$ cat config.mk
export PLATFORM = sky130hd
export DESIGN_NAME = word_memory_sequencer_flat
export DESIGN_NICKNAME = d
export VERILOG_FILES = /design/src/rtl/word_memory_sequencer_pkg.sv /design/src/rtl/word_memory_sequencer_if.sv /design/src/rtl/word_memory_sequencer_byte_lane_select.sv /design/src/rtl/word_memory_sequencer.sv /design/src/flat_wrapper.sv
export SDC_FILE = /design/constraint.sdc
export NUM_CORES = 1
export LEC_CHECK = 0
export BUFFER_PORTS_ARGS = -buffer_cell sky130_fd_sc_hd__buf_2
export CAP_MARGIN = 20
export CORE_ASPECT_RATIO = 0.8
export CORE_MARGIN = 1
export CORE_UTILIZATION = 37
export CTS_CLUSTER_DIAMETER = 150
export DETAILED_ROUTE_END_ITERATION = 10
export PLACE_DENSITY = 0.57
export SLEW_MARGIN = 10
export SYNTH_ARGS = -nofsm -noshare
export SYNTH_HDL_FRONTEND = slang
export SYNTH_SLANG_ARGS = --single-unit
$ cat constraint.sdc
create_clock -name Clock -period 2.8 [get_ports Clock]
set_input_delay 0.28 -clock Clock [delete_from_list [all_inputs] [get_ports Clock]]
set_output_delay 0.28 -clock Clock [all_outputs]
set_load 0.02 [all_outputs]
$ cat src/rtl/word_memory_sequencer_pkg.sv
// word_mem_pkg: shared FSM state type and beat/lane helpers for the word memory sequencer
package word_mem_pkg;

    typedef enum logic [1:0] {IDLE, BEAT, RESP} state_t;

    function automatic int calc_beats(input int word_w, input int byte_w);
        return word_w / byte_w;
    endfunction

    function automatic bit beats_legal(input int word_w, input int byte_w);
        int b = word_w / byte_w;
        return (word_w % byte_w == 0) && (b == 1 || b == 2 || b == 4 || b == 8);
    endfunction

    function automatic logic [2:0] lane_idx(input logic [2:0] beat, input logic bigend, input int beats);
        return bigend ? 3'(beats - 1) - beat : beat;
    endfunction

endpackage

$ cat src/rtl/word_memory_sequencer_if.sv
// word_memory_sequencer_if: request/response handshake and byte-wide memory bus of the sequencer
interface word_memory_sequencer_if #(
    parameter int WORD_W = 16,
    parameter int BYTE_W = 8,
    parameter int ADDR_W = 16
);
    logic              Req_Valid;
    logic              Req_Ready;
    logic              Req_Write;
    logic              Req_BigEnd;
    logic [ADDR_W-1:0] Req_Addr;
    logic [WORD_W-1:0] Req_WData;
    logic              Rsp_Valid;
    logic [WORD_W-1:0] Rsp_RData;
    logic              Rsp_Error;
    logic [ADDR_W-1:0] Mem_Addr;
    logic [BYTE_W-1:0] Mem_WData;
    logic              Mem_En;
    logic              Mem_WR;
    logic [BYTE_W-1:0] Mem_RData;

    modport slave (
        input  Req_Valid, Req_Write, Req_BigEnd, Req_Addr, Req_WData, Mem_RData,
        output Req_Ready, Rsp_Valid, Rsp_RData, Rsp_Error, Mem_Addr, Mem_WData, Mem_En, Mem_WR
    );

    modport master (
        output Req_Valid, Req_Write, Req_BigEnd, Req_Addr, Req_WData, Mem_RData,
        input  Req_Ready, Rsp_Valid, Rsp_RData, Rsp_Error, Mem_Addr, Mem_WData, Mem_En, Mem_WR
    );
endinterface

$ cat src/rtl/word_memory_sequencer_byte_lane_select.sv
// byte_lane_select: picks one BYTE_W lane out of a WORD_W word
module byte_lane_select #(
    parameter int WORD_W = 16,
    parameter int BYTE_W = 8
) (
    input  logic [WORD_W-1:0] word_i,
    input  logic [2:0]        lane_i,
    output logic [BYTE_W-1:0] byte_o
);
    assign byte_o = BYTE_W'(word_i >> (BYTE_W * int'(lane_i)));
endmodule

$ cat src/rtl/word_memory_sequencer.sv
// word_memory_sequencer: splits word loads/stores into byte beats; ALIGN_CHECK_EN rejects misaligned requests
module word_memory_sequencer
    import word_mem_pkg::*;
#(
    parameter int WORD_W = 16,
    parameter int BYTE_W = 8,
    parameter int ADDR_W = 16
) (
    input  logic Clock,
    input  logic Reset,
    word_memory_sequencer_if.slave bus
);
    localparam int BEATS = calc_beats(WORD_W, BYTE_W);

    if (!beats_legal(WORD_W, BYTE_W)) begin : g_bad_beats
        $error("word_memory_sequencer: WORD_W/BYTE_W must be 1, 2, 4 or 8");
    end

    state_t            state_q, state_d;
    logic [2:0]        cnt_q, cnt_d;
    logic              wr_q, wr_d;
    logic              be_q, be_d;
    logic              err_q, err_d;
    logic [ADDR_W-1:0] addr_q, addr_d;
    logic [WORD_W-1:0] wdata_q, wdata_d;
    logic [WORD_W-1:0] asm_q, asm_d;
    logic [WORD_W-1:0] rdata_q, rdata_d;
    logic [2:0]        lane;
    logic              last;
    logic              mis;
    logic [BYTE_W-1:0] lane_byte;

    assign lane = lane_idx(cnt_q, be_q, BEATS);
    assign last = cnt_q == 3'(BEATS - 1);

`ifdef ALIGN_CHECK_EN
    assign mis = (bus.Req_Addr & ADDR_W'(BEATS - 1)) != '0;
`else
    assign mis = 1'b0;
`endif

    byte_lane_select #(.WORD_W(WORD_W), .BYTE_W(BYTE_W)) u_store_lane (
        .word_i(wdata_q),
        .lane_i(lane),
        .byte_o(lane_byte)
    );

    // next-state: latch request in IDLE, step beats and assemble load bytes in BEAT
    always_comb begin
        state_d = state_q;
        cnt_d   = cnt_q;
        wr_d    = wr_q;
        be_d    = be_q;
        err_d   = err_q;
        addr_d  = addr_q;
        wdata_d = wdata_q;
        asm_d   = asm_q;
        rdata_d = rdata_q;
        case (state_q)
            IDLE: if (bus.Req_Valid) begin
                wr_d    = bus.Req_Write;
                be_d    = bus.Req_BigEnd;
                addr_d  = bus.Req_Addr;
                wdata_d = bus.Req_WData;
                cnt_d   = '0;
                err_d   = mis;
                state_d = mis ? RESP : BEAT;
            end
            BEAT: begin
                if (!wr_q) asm_d[int'(lane)*BYTE_W +: BYTE_W] = bus.Mem_RData;
                cnt_d = cnt_q + 3'd1;
                if (last) begin
                    state_d = RESP;
                    rdata_d = wr_q ? rdata_q : asm_d;
                end
            end
            RESP: state_d = IDLE;
            default: state_d = IDLE;
        endcase
    end

    // state and datapath registers, cleared asynchronously
    always_ff @(posedge Clock or posedge Reset) begin
        if (Reset) begin
            state_q <= IDLE;
            cnt_q   <= '0;
            wr_q    <= 1'b0;
            be_q    <= 1'b0;
            err_q   <= 1'b0;
            addr_q  <= '0;
            wdata_q <= '0;
            asm_q   <= '0;
            rdata_q <= '0;
        end else begin
            state_q <= state_d;
            cnt_q   <= cnt_d;
            wr_q    <= wr_d;
            be_q    <= be_d;
            err_q   <= err_d;
            addr_q  <= addr_d;
            wdata_q <= wdata_d;
            asm_q   <= asm_d;
            rdata_q <= rdata_d;
        end
    end

    // outputs decoded from state; everything idles at zero
    always_comb begin
        bus.Req_Ready = (state_q == IDLE) && !Reset;
        bus.Mem_En    = state_q == BEAT;
        bus.Mem_WR    = (state_q == BEAT) && wr_q;
        bus.Mem_Addr  = (state_q == BEAT) ? addr_q + ADDR_W'(cnt_q) : '0;
        bus.Mem_WData = (state_q == BEAT) ? lane_byte : '0;
        bus.Rsp_Valid = state_q == RESP;
        bus.Rsp_Error = (state_q == RESP) && err_q;
        bus.Rsp_RData = rdata_q;
    end
endmodule
$ cat src/flat_wrapper.sv
// flat-port wrapper written by rule: the top's interface ports become plain ports
module word_memory_sequencer_flat import word_mem_pkg::*;
#(
    parameter int WORD_W = 16,
    parameter int BYTE_W = 8,
    parameter int ADDR_W = 16
)
  (Clock, Reset, bus_Req_Valid, bus_Req_Write, bus_Req_BigEnd, bus_Req_Addr, bus_Req_WData, bus_Mem_RData, bus_Req_Ready, bus_Rsp_Valid, bus_Rsp_RData, bus_Rsp_Error, bus_Mem_Addr, bus_Mem_WData, bus_Mem_En, bus_Mem_WR);
  word_memory_sequencer_if #(.WORD_W(WORD_W), .BYTE_W(BYTE_W), .ADDR_W(ADDR_W)) bus_i ();
  input  logic Clock;
  input  logic Reset;
  input wire logic [$bits(bus_i.Req_Valid)-1:0] bus_Req_Valid;
  input wire logic [$bits(bus_i.Req_Write)-1:0] bus_Req_Write;
  input wire logic [$bits(bus_i.Req_BigEnd)-1:0] bus_Req_BigEnd;
  input wire logic [$bits(bus_i.Req_Addr)-1:0] bus_Req_Addr;
  input wire logic [$bits(bus_i.Req_WData)-1:0] bus_Req_WData;
  input wire logic [$bits(bus_i.Mem_RData)-1:0] bus_Mem_RData;
  output wire logic [$bits(bus_i.Req_Ready)-1:0] bus_Req_Ready;
  output wire logic [$bits(bus_i.Rsp_Valid)-1:0] bus_Rsp_Valid;
  output wire logic [$bits(bus_i.Rsp_RData)-1:0] bus_Rsp_RData;
  output wire logic [$bits(bus_i.Rsp_Error)-1:0] bus_Rsp_Error;
  output wire logic [$bits(bus_i.Mem_Addr)-1:0] bus_Mem_Addr;
  output wire logic [$bits(bus_i.Mem_WData)-1:0] bus_Mem_WData;
  output wire logic [$bits(bus_i.Mem_En)-1:0] bus_Mem_En;
  output wire logic [$bits(bus_i.Mem_WR)-1:0] bus_Mem_WR;
  assign bus_i.Req_Valid = bus_Req_Valid;
  assign bus_i.Req_Write = bus_Req_Write;
  assign bus_i.Req_BigEnd = bus_Req_BigEnd;
  assign bus_i.Req_Addr = bus_Req_Addr;
  assign bus_i.Req_WData = bus_Req_WData;
  assign bus_i.Mem_RData = bus_Mem_RData;
  assign bus_Req_Ready = bus_i.Req_Ready;
  assign bus_Rsp_Valid = bus_i.Rsp_Valid;
  assign bus_Rsp_RData = bus_i.Rsp_RData;
  assign bus_Rsp_Error = bus_i.Rsp_Error;
  assign bus_Mem_Addr = bus_i.Mem_Addr;
  assign bus_Mem_WData = bus_i.Mem_WData;
  assign bus_Mem_En = bus_i.Mem_En;
  assign bus_Mem_WR = bus_i.Mem_WR;
  word_memory_sequencer #(.WORD_W(WORD_W), .BYTE_W(BYTE_W), .ADDR_W(ADDR_W)) u_core (.Clock(Clock), .Reset(Reset), .bus(bus_i));
endmodule
---- After elaboration in Yosys (flattened, before gate mapping) ----
Index checks and enable logic that the tools add are counted.
storage, ports and cells
  output and inout bits ................... 45
  register bits after elaboration ......... 71
  ROM bits ................................ 0
  latch bits .............................. 0
  memory bits (writable) .................. 0
  memories ................................ 0
  bits of input ports ..................... 45
  logic and storage cells ................. 40
operators by class
  shift-type cells ........................ 3
  bitwise operators ....................... 1
  mux-type cells .......................... 10
  reduce and logical (&&, ||, !) cells .... 9
  $lt $le $gt $ge ......................... 0
  equality and inequality tests ........... 5
  multipliers ............................. 0
  div/mod/pow operators ................... 0
  $add $sub $neg .......................... 4
operators with widths
  kind                                                                      number
  6-bit negation with 33-bit output                                         1
  8-bit by 33-bit variable shift with 16-bit output (first input constant)  1
  8-bit by 33-bit variable part select with 16-bit output                   1
  16-bit 2-to-1 mux                                                         2
  16-bit by 3-bit adder with 16-bit output                                  1
  16-bit bitwise mux                                                        1
  16-bit by 6-bit right shift with 8-bit output                             1
  8-bit 2-to-1 mux                                                          1
  3-bit 2-to-1 mux                                                          2
  3-bit one-hot mux with 2 select lines                                     1
  2-bit AND reduction                                                       3
  2-bit 2-to-1 mux                                                          2
  2-bit one-hot mux with 2 select lines                                     1
  3-bit by 1-bit adder with 3-bit output (second input constant)            1
  3-bit by 1-bit == test with 1-bit output (second input constant)          1
  3-bit AND reduction                                                       1
  1-bit by 3-bit subtractor with 3-bit output (first input constant)        1
  2-bit by 1-bit == test with 1-bit output (second input constant)          1
  2-bit == test (second input constant)                                     1
  1-bit logical AND                                                         2
  2-bit logical NOT                                                         1
  2-bit by 1-bit != test with 1-bit output (second input constant)          1
  2-bit != test (second input constant)                                     1
  2-bit nonzero test                                                        1
  2 further kinds                                                           2

---- Depth between registers and ports, before layout ----
Gate-level depths: netlist of run 1.
  depth in word-level cells ............... 6
  depth in mapped cells ................... 12
  gate-level depth less buffers ........... 9

---- Hierarchy ----
From an unflattened synthesis of run 1, not the netlist that was laid out.
unflattened totals
  cells, all modules ...................... 343
  area, all modules ....................... 3644.7 um^2
modules (own cells, without submodules)
  module                 times used  cells each  seq. area each (um^2)  area each (um^2)
  word_memory_sequencer  1           324         1776.7                 3509.6
  byte_lane_select       1           19          0.0                    135.1

---- Worst setup path after synthesis of run 1 ----
No wires, ideal clock.
  path kind ............................... flip-flop to output port
  from .................................... reg u_core.cnt_q[0]
  to ...................................... out bus_Mem_Addr[14]
  stages on the path, launching flop included .. 8
  path buffers ............................ 0
  required time ........................... 2520 ps
  path slack .............................. 266 ps
  arrival time ............................ 2254 ps
  cells stage by stage .................... dfrtp_1 > ha_1 > inv_1 > fa_1 > and2b_1 > o21ai_1 > or4_1 > a21oi_1
on the way
  cells in the longest elaborated chain, start to end .. 2
RTL lines
  what                                      line                          source
  start: declaration                        word_memory_sequencer.sv:20   logic [2:0] cnt_q, cnt_d;
  start signal: assignment                  word_memory_sequencer.sv:96   cnt_q <= cnt_d;
  16-bit by 3-bit adder with 16-bit output  word_memory_sequencer.sv:112  bus.Mem_Addr = (state_q == BEAT) ? addr_q + ADDR_W'(cnt_q) : '0;
  16-bit 2-to-1 mux                         word_memory_sequencer.sv:112
  end: declaration                          flat_wrapper.sv:22            output wire logic [$bits(bus_i.Mem_Addr)-1:0] bus_Mem_Addr;
No other way between the ends.

---- Final worst setup path of run 1 ----
Same ends and word-level chain as after synthesis.

==> results of run 1 <==
==> logic make-up after synthesis <==
logic type	after synthesis
XOR/XNOR	6
adder cells (fa/ha/maj)	8
other	1
AND/OR/NAND/NOR	119
flip-flops	71
AO/OA/AOI/OAI	58
multiplexers	50
buffers and inverters	28
==> power breakdown <==
group          total, W  leakage, nW  internal [W]  switching [W]
clock           0.00123        0.150      0.000786       0.000448
sequential      0.00190        0.822       0.00154       0.000357
combinational   0.00309         1.12       0.00126        0.00183
==> cells in the final DEF (no fill, tap or decap), types with 3 or more instances in the layout <==
cell and instances:
buf_4 12, xor2_1 4, nor3_1 3, a21oi_1 21, and2_1 3, a31oi_1 8, o21ai_0 15, ha_1 6
nor2_1 27, buf_2 87, or3_1 5, or2_2 6, o31ai_1 3, mux2i_1 9, inv_1 9, mux2_2 39
dfrtp_1 71, nand2_1 50, clkbuf_16 9
==> worst reg2reg max path, stage by stage, from the launching register on <==
cell and delay, ns:
dfrtp_1 0.39, buf_4 0.14, buf_4 0.14, xor2_1 0.17, inv_1 0.09, ha_1 0.13, inv_1 0.04, ha_1 0.17
nor2_1 0.30, nand3_2 0.32, or2_2 0.38, a31oi_1 0.16
==> per-stage QoR <==
stage	setup TNS [ns]	area, um2	cells
4_1_cts	0	4440	551
6_report	0	4480	554
3_5_place_dp	0	4110	534
5_1_grt	-0.0738	4480	554
3_3_place_gp	0	4110	534
2_1_floorplan	0	3540	341
==> cells in the mapped netlist (2+ instances only) <==
cell and number:
mux2_1 2, nand2_1 50, o31ai_1 3, mux2_2 39, nor3b_1 2, a31oi_1 8, xor2_1 4, ha_1 7
nand3_2 2, a21o_1 2, buf_2 7, nand4_1 2, buf_4 2, nand2b_1 2, and2_1 3, or3_1 5
buf_1 2, inv_1 10, nand3_1 2, or4_1 2, or2_0 2, buf_6 2, dfrtp_1 71, o21ai_1 3
nor2_1 27, clkbuf_1 5, o21ai_0 15, a21oi_1 22, mux2i_1 9, nor3_1 3, nor2b_1 2, or2_2 6
xnor2_1 2, and4_1 2
==> final timing paths <==
kind | end | slack [ns] | cells past startpoint
max | bus_Mem_Addr[14] | 0.03 | 8
min | u_core.wdata_q[15] | 0.07 | 2
max reg2reg | u_core.bus.Rsp_RData[15] | 0.29 | 11
min reg2reg | u_core.asm_q[9] | 0.48 | 2
max in group asynchronous | u_core.asm_q[6] | 2.08 | 3
min in group Clock | u_core.addr_q[1] | 0.16 | 3
==> repair_timing <==
item / CTS / global route
hold endpoints to repair: 0 / 0
endpoints found under the setup margin: 3 / 3
buffers inserted: 1 / 3
pin swaps: 0 / 1
gates resized for setup: 2 / 5
==> per-layer routing <==
layer	GRT usage	wire, um
met5	0	0
met4	0.0553	97
met3	0.0447	334
met2	0.270	3530
met1	0.237	4100
==> layout make-up <==
| type | count | area, um2 |
|---|---|---|
| Fill cell | 856 | 4670 |
| Sequential cell | 71 | 1780 |
| Multi-Input combinational cell | 242 | 1660 |
| Timing Repair Buffer | 100 | 546 |
| Clock buffer | 10 | 229 |
| Tap cell | 115 | 144 |
| Clock inverter | 6 | 92.6 |
| Inverter | 10 | 37.5 |
==> flip-flops by register name, summed over array words and instances, names as in the netlist <==
name,cells
u_core.cnt_q,3
u_core.state_q,2
u_core.asm_q,16
u_core.be_q,1
u_core.addr_q,16
u_core.bus.Rsp_RData,16
u_core.wr_q,1
u_core.wdata_q,16
==> impl_results.md, run 1 <==
* Run status: finished, violations left
* Failing checks: DRC
* PwrDens at roughly 1400 mW/mm2
* Root Driver: clkbuf_16
* Antenna Nets Post-Route at 0
* Total power at 0.00622 W
* Critical path cell sequence: ha_2 > inv_1 > fa_1 > and2b_2 > o21ai_4 > or4_4 > a21oi_2 > buf_4
* Hold Buf Count CTS at 0
* Final Util at 0.490
* Chip height at between 80 and 90 um
* Maximum root-to-sink buffer count at 2
* Max Clock Skew at just over 0.008 ns
* Critical path data arrival time at 2.49 ns
* Antenna violations before repair at 0
* 1st-pass router iterations at 7
* Total Wirelength at between 8 and 9 mm
* Ys flop type: dfrtp_1
* Worst slew margin at 0.536
* Share of cells above drive strength 1 at 0.399
* Wire per inst at ~15 um
* Latest clock arrival within the worst-skew pair at about 0.33 ns
* Synth Area in XOR/XNOR at 0.0148
* Post-synthesis mux area share at 0.156
* Clk sinks at between 70 and 80
* I/O Pins at 90
* Die width at approximately 110 um
* WS Path Type: flip-flop to output port
* DRC viols at 8
* Yosys warns at 0
* Core ar. at about 0.009 mm2
* Die ar. at 0.00997 mm2
* # rows at 31
* Seq/Total Area, Yosys at 0.502
* First-pass GRT wire length at between 10 and 15 mm
* Cell Area, Synth at roughly 0.0035 mm2
* Area contributors post-synth: dfrtp_1, mux2_2, nand2_1, a21oi_1, nor2_1
* Remaining global-route overflow at 0
* Clk slew on worst S/H paths at ~0.060 ns
* Synth top area share at 0.502
* Peak supply drop at 0.480 mV
* Setup slack after layout at 0.0309 ns
* GPL Wtd Cong at a little under 0.8
* Synth cell types at 48
* CTS tree: done
* Final hold slack at between 0.06 and 0.07 ns
* Clock buffer count from CTS at 9
* Period utilization at 0.989
* Tmin final at approximately 2.8 ns
* Mapped Nets at 394
* Measured slew at the worst slew-check pin at slightly below 0.7 ns
* Fin. max-slew vios at 0
* Avg Vias per Cell at slightly below 5
* Final Hold Fails at 0
* Via count at around 2700
* Crit end category: output port
* Simple-gate share of the synthesized area at 0.164
* Gr usage total at 0.173
* Antenna diodes at 0
* FF+latch count, synth at 71
* Critical path's top delay family: simple AND/OR/NAND/NOR gates
* Vias in the first global route at 2631
* Synthesized area per cell at about 10 um2
* Worst R2R Start: u_core.cnt_q[0]
* Largest net degree at the start of global routing at 42
* CTS H-tree depth at 3
* Min-delay worst type: input port to asynchronous set/reset pin
* Area delta synth->final at 26.5%
* EDFF count, synth at 0
* Initial Util at 0.387
* Largest family of logic cells by synthesized area: simple AND/OR/NAND/NOR gates
* Crit path from: u_core.cnt_q[0]
* CP max stage cell: or4_4
* Post-synthesis compound-gate area fraction at 0.0940
* Largest area contributor in the netlist: dfrtp_1
* # port buffers at 88
* Crit start category: flip-flop
* CP max FO at 7
* Initial DRC count at 87
* Max Freq at ~360 MHz
* Hpwl dp at roughly 5.6 mm
* CP max stage delay at 0.50 ns
* Worst Path Required at between 2 and 3 ns
* Leakage Power at 2.09 nW
* Max-cap viol count at 0
* CP Buf/Inv Count at 2
* Cell count after synthesis at ~340
* Async SR Flop Fraction at 1.00
* Pre-CTS WS at roughly 0.15 ns
* Endpoints failing setup at 0
* Synth Area in Adders at 0.0304
* Fin nets at roughly 490
Note: power is estimated with default switching activity, not from simulation.
==> run 2: changes to the inputs <==
Settings changed: CTS_BUF_LIST from default to sky130_fd_sc_hd__clkbuf_2.
==> run 2 against run 1 <==
  * The run ends with DRC, setup timing left
  * Design area rose by 7.4%
  * Count of clock-buffer cells in the layout did not move
  * Core utilization rose by 3.6 points
  * Sequential power barely moved
  * Global-route usage rose by 0.83 points
  * Die area did not move
  * Clock power fell by 43%
==> impl_results.md, run 2 (synthesis results as in run 1) <==
* Run status: finished, violations left
* Failing checks: DRC, setup timing
* Endpoints failing setup at 1 (+1)
* Crit start category: flip-flop
* Initial Util at 0.387 (unchanged)
* Hpwl dp at 5.57 mm (unchanged)
* 1st-pass router iterations at 7 (unchanged)
* Crit end category: output port
* Antenna Nets Post-Route at 0 (unchanged)
* Final Hold Fails at 0 (unchanged)
* Fin cells at 602 (+8.7%)
* Core ar. at 0.00915 mm2 (unchanged)
* PwrDens at 1210 mW/mm2 (-13%)
* Via count at 2902 (+7.0%)
* Avg Vias per Cell at 4.82 (-1.5%)
* Root Driver: clkbuf_2
* Max Freq at 349 MHz (-3.4%)
* Chip height at 89.5 um (unchanged)
* Worst-case reg-to-reg path depth at 10 (-1)
* I/O Pins at 90 (unchanged)
* Clk sinks at 71 (unchanged)
* CP max FO at 5 (-2)
* WS Path Type: flip-flop to output port
* # rows at 31 (unchanged)
* Total Wirelength at 8.42 mm (+4.3%)
* Critical path data arrival time at 2.59 ns (+0.10 ns)
* Leakage Power at 2.23 nW (+6.4%)
* Wire per inst at 14.0 um (-4.0%)
* Fin. max-slew vios at 0 (unchanged)
* Max-cap viol count at 0 (unchanged)
* Vias in the first global route at 2832 (+7.6%)
* Clock buffer count from CTS at 9 (unchanged)
* Antenna violations before repair at 0 (unchanged)
* Peak supply drop at 0.483 mV (+0.56%)
* DRC viols at 8 (unchanged)
* Latest clock arrival within the worst-skew pair at 0.50 ns (+0.17 ns)
* Die width at 111 um (unchanged)
* Share of cells above drive strength 1 at 0.390 (-0.00849)
* Most frequent cells in the layout: buf_2, dfrtp_1, nand2_1
* Remaining global-route overflow at 0 (unchanged)
* Period utilization at 1.02 (+0.0349)
* Measured slew at the worst slew-check pin at 0.701 ns (+0.00628 ns)
* Sw Share at 0.448 (+0.0240)
* Die ar. at 0.00997 mm2 (unchanged)
* # port buffers at 88 (unchanged)
* Fin nets at 535 (+9.9%)
* Maximum root-to-sink buffer count at 2 (unchanged)
* Worst R2R Start: u_core.cnt_q[2]
* Reg power frac at 0.322 (+0.017)
* Pre-CTS WS at 0.153 ns (unchanged)
* Setup slack after layout at -0.0667 ns (-0.0977 ns)
* Clk network pwr share at 0.120 (-0.079)
* Largest net degree at the start of global routing at 42 (unchanged)
* Max Clock Skew at 0.0324 ns (+0.0243 ns)
* Worst Path Required at 2.52 ns (about the same)
* Tmin final at 2.87 ns (+0.0977 ns)
* Gr usage total at 0.181 (+0.00827)
* Commonest non-fill, non-tap cell in the layout: buf_2
* Area delta synth->final at 35.9%
* Switch Pwr at 0.00261 W (-0.83%)
* Worst slew margin at 0.532 (-0.00419)
* First-pass GRT wire length at 14.0 mm (+5.4%)
* Combinational power share at 0.558 (+0.061)
* GPL Wtd Cong at 0.774 (unchanged)
* Placed insts at 534 (unchanged)
* Clk slew on worst S/H paths at 0.24 ns (+0.18 ns)
* Min-delay worst type: input port to asynchronous set/reset pin
* Crit path from: u_core.cnt_q[0]
* Initial DRC count at 125 (+44%)
* CTS H-tree depth at 3 (unchanged)
* Antenna diodes at 0 (unchanged)
* Int Power at 0.00322 W (-10%)
* CTS tree: done
* RSZ-0062 raised after global routing: true
run 2: power by group through the flow:
stage                     clock network (W)  registers [W]  logic [W]
after floorplan                           0        0.00193    0.00213
after global placement                    0        0.00189    0.00298
after detailed placement                  0        0.00191    0.00302
after CTS                          0.000726        0.00187    0.00320
after global routing               0.000779        0.00196    0.00363
final                              0.000700        0.00188    0.00326
run 2: metal layers:
metal  vias to the layer above  track usage  share of wire
li1                       1460            -              -
met1                      1365        0.245           0.49
met2                        70        0.286           0.45
met3                         7       0.0522          0.045
met4                         0       0.0504         0.0097
met5                         -            0              0
run 2: final timing paths:
| path | endpoint | slack, ns |
|---|---|---|
| worst max-delay path | bus_Mem_Addr[14] | -0.07 |
| worst min-delay path | u_core.wdata_q[6] | 0.40 |
| worst max register to register | u_core.bus.Rsp_RData[15] | 0.28 |
| worst min register to register | u_core.asm_q[9] | 0.51 |
| max in group asynchronous | u_core.asm_q[8] | 1.70 |
| min in group Clock | u_core.wdata_q[0] | 0.51 |
run 2: stage by stage:
| step | power [W] | cell area, um2 | hold slack [ns] | TNS, ns | util |
|---|---|---|---|---|---|
| after floorplan | 0.00407 | 3540 | 0.397 | 0 | - |
| after global placement | 0.00487 | 4110 | 0.439 | 0 | 0.448 |
| after detailed placement | 0.00493 | 4110 | 0.443 | 0 | 0.448 |
| after CTS | 0.00580 | 4760 | 0.360 | -0.114 | 0.520 |
| after global routing | 0.00636 | 4810 | 0.363 | -0.657 | 0.526 |
| final | 0.00583 | 4810 | 0.402 | -0.0667 | 0.526 |
run 2: critical path: stages, from the launching register on:
cell     delay [ns]
dfrtp_1        0.42
ha_2           0.20
inv_2          0.04
fa_2           0.32
and2b_2        0.25
o21ai_4        0.07
or4_4          0.49
a21oi_2        0.15
buf_4          0.15
run 2: timing repair:
item                                   4_1_cts  5_1_grt
endpoints found under the hold margin       72        0
hold buffers                                43        0
buffers inserted                             7        2
setup endpoints to repair                    7       15
pin swaps                                    5        6
gates resized for setup                      9       15
run 2: cell type report:
type	instances	area [um2]
clock buffer	10	50.0
clock inverter	6	92.6
fill	830	4340
inverter	10	37.5
multi-input combinational	242	1680
sequential	71	1780
tap	115	144
timing repair buffer	148	1030
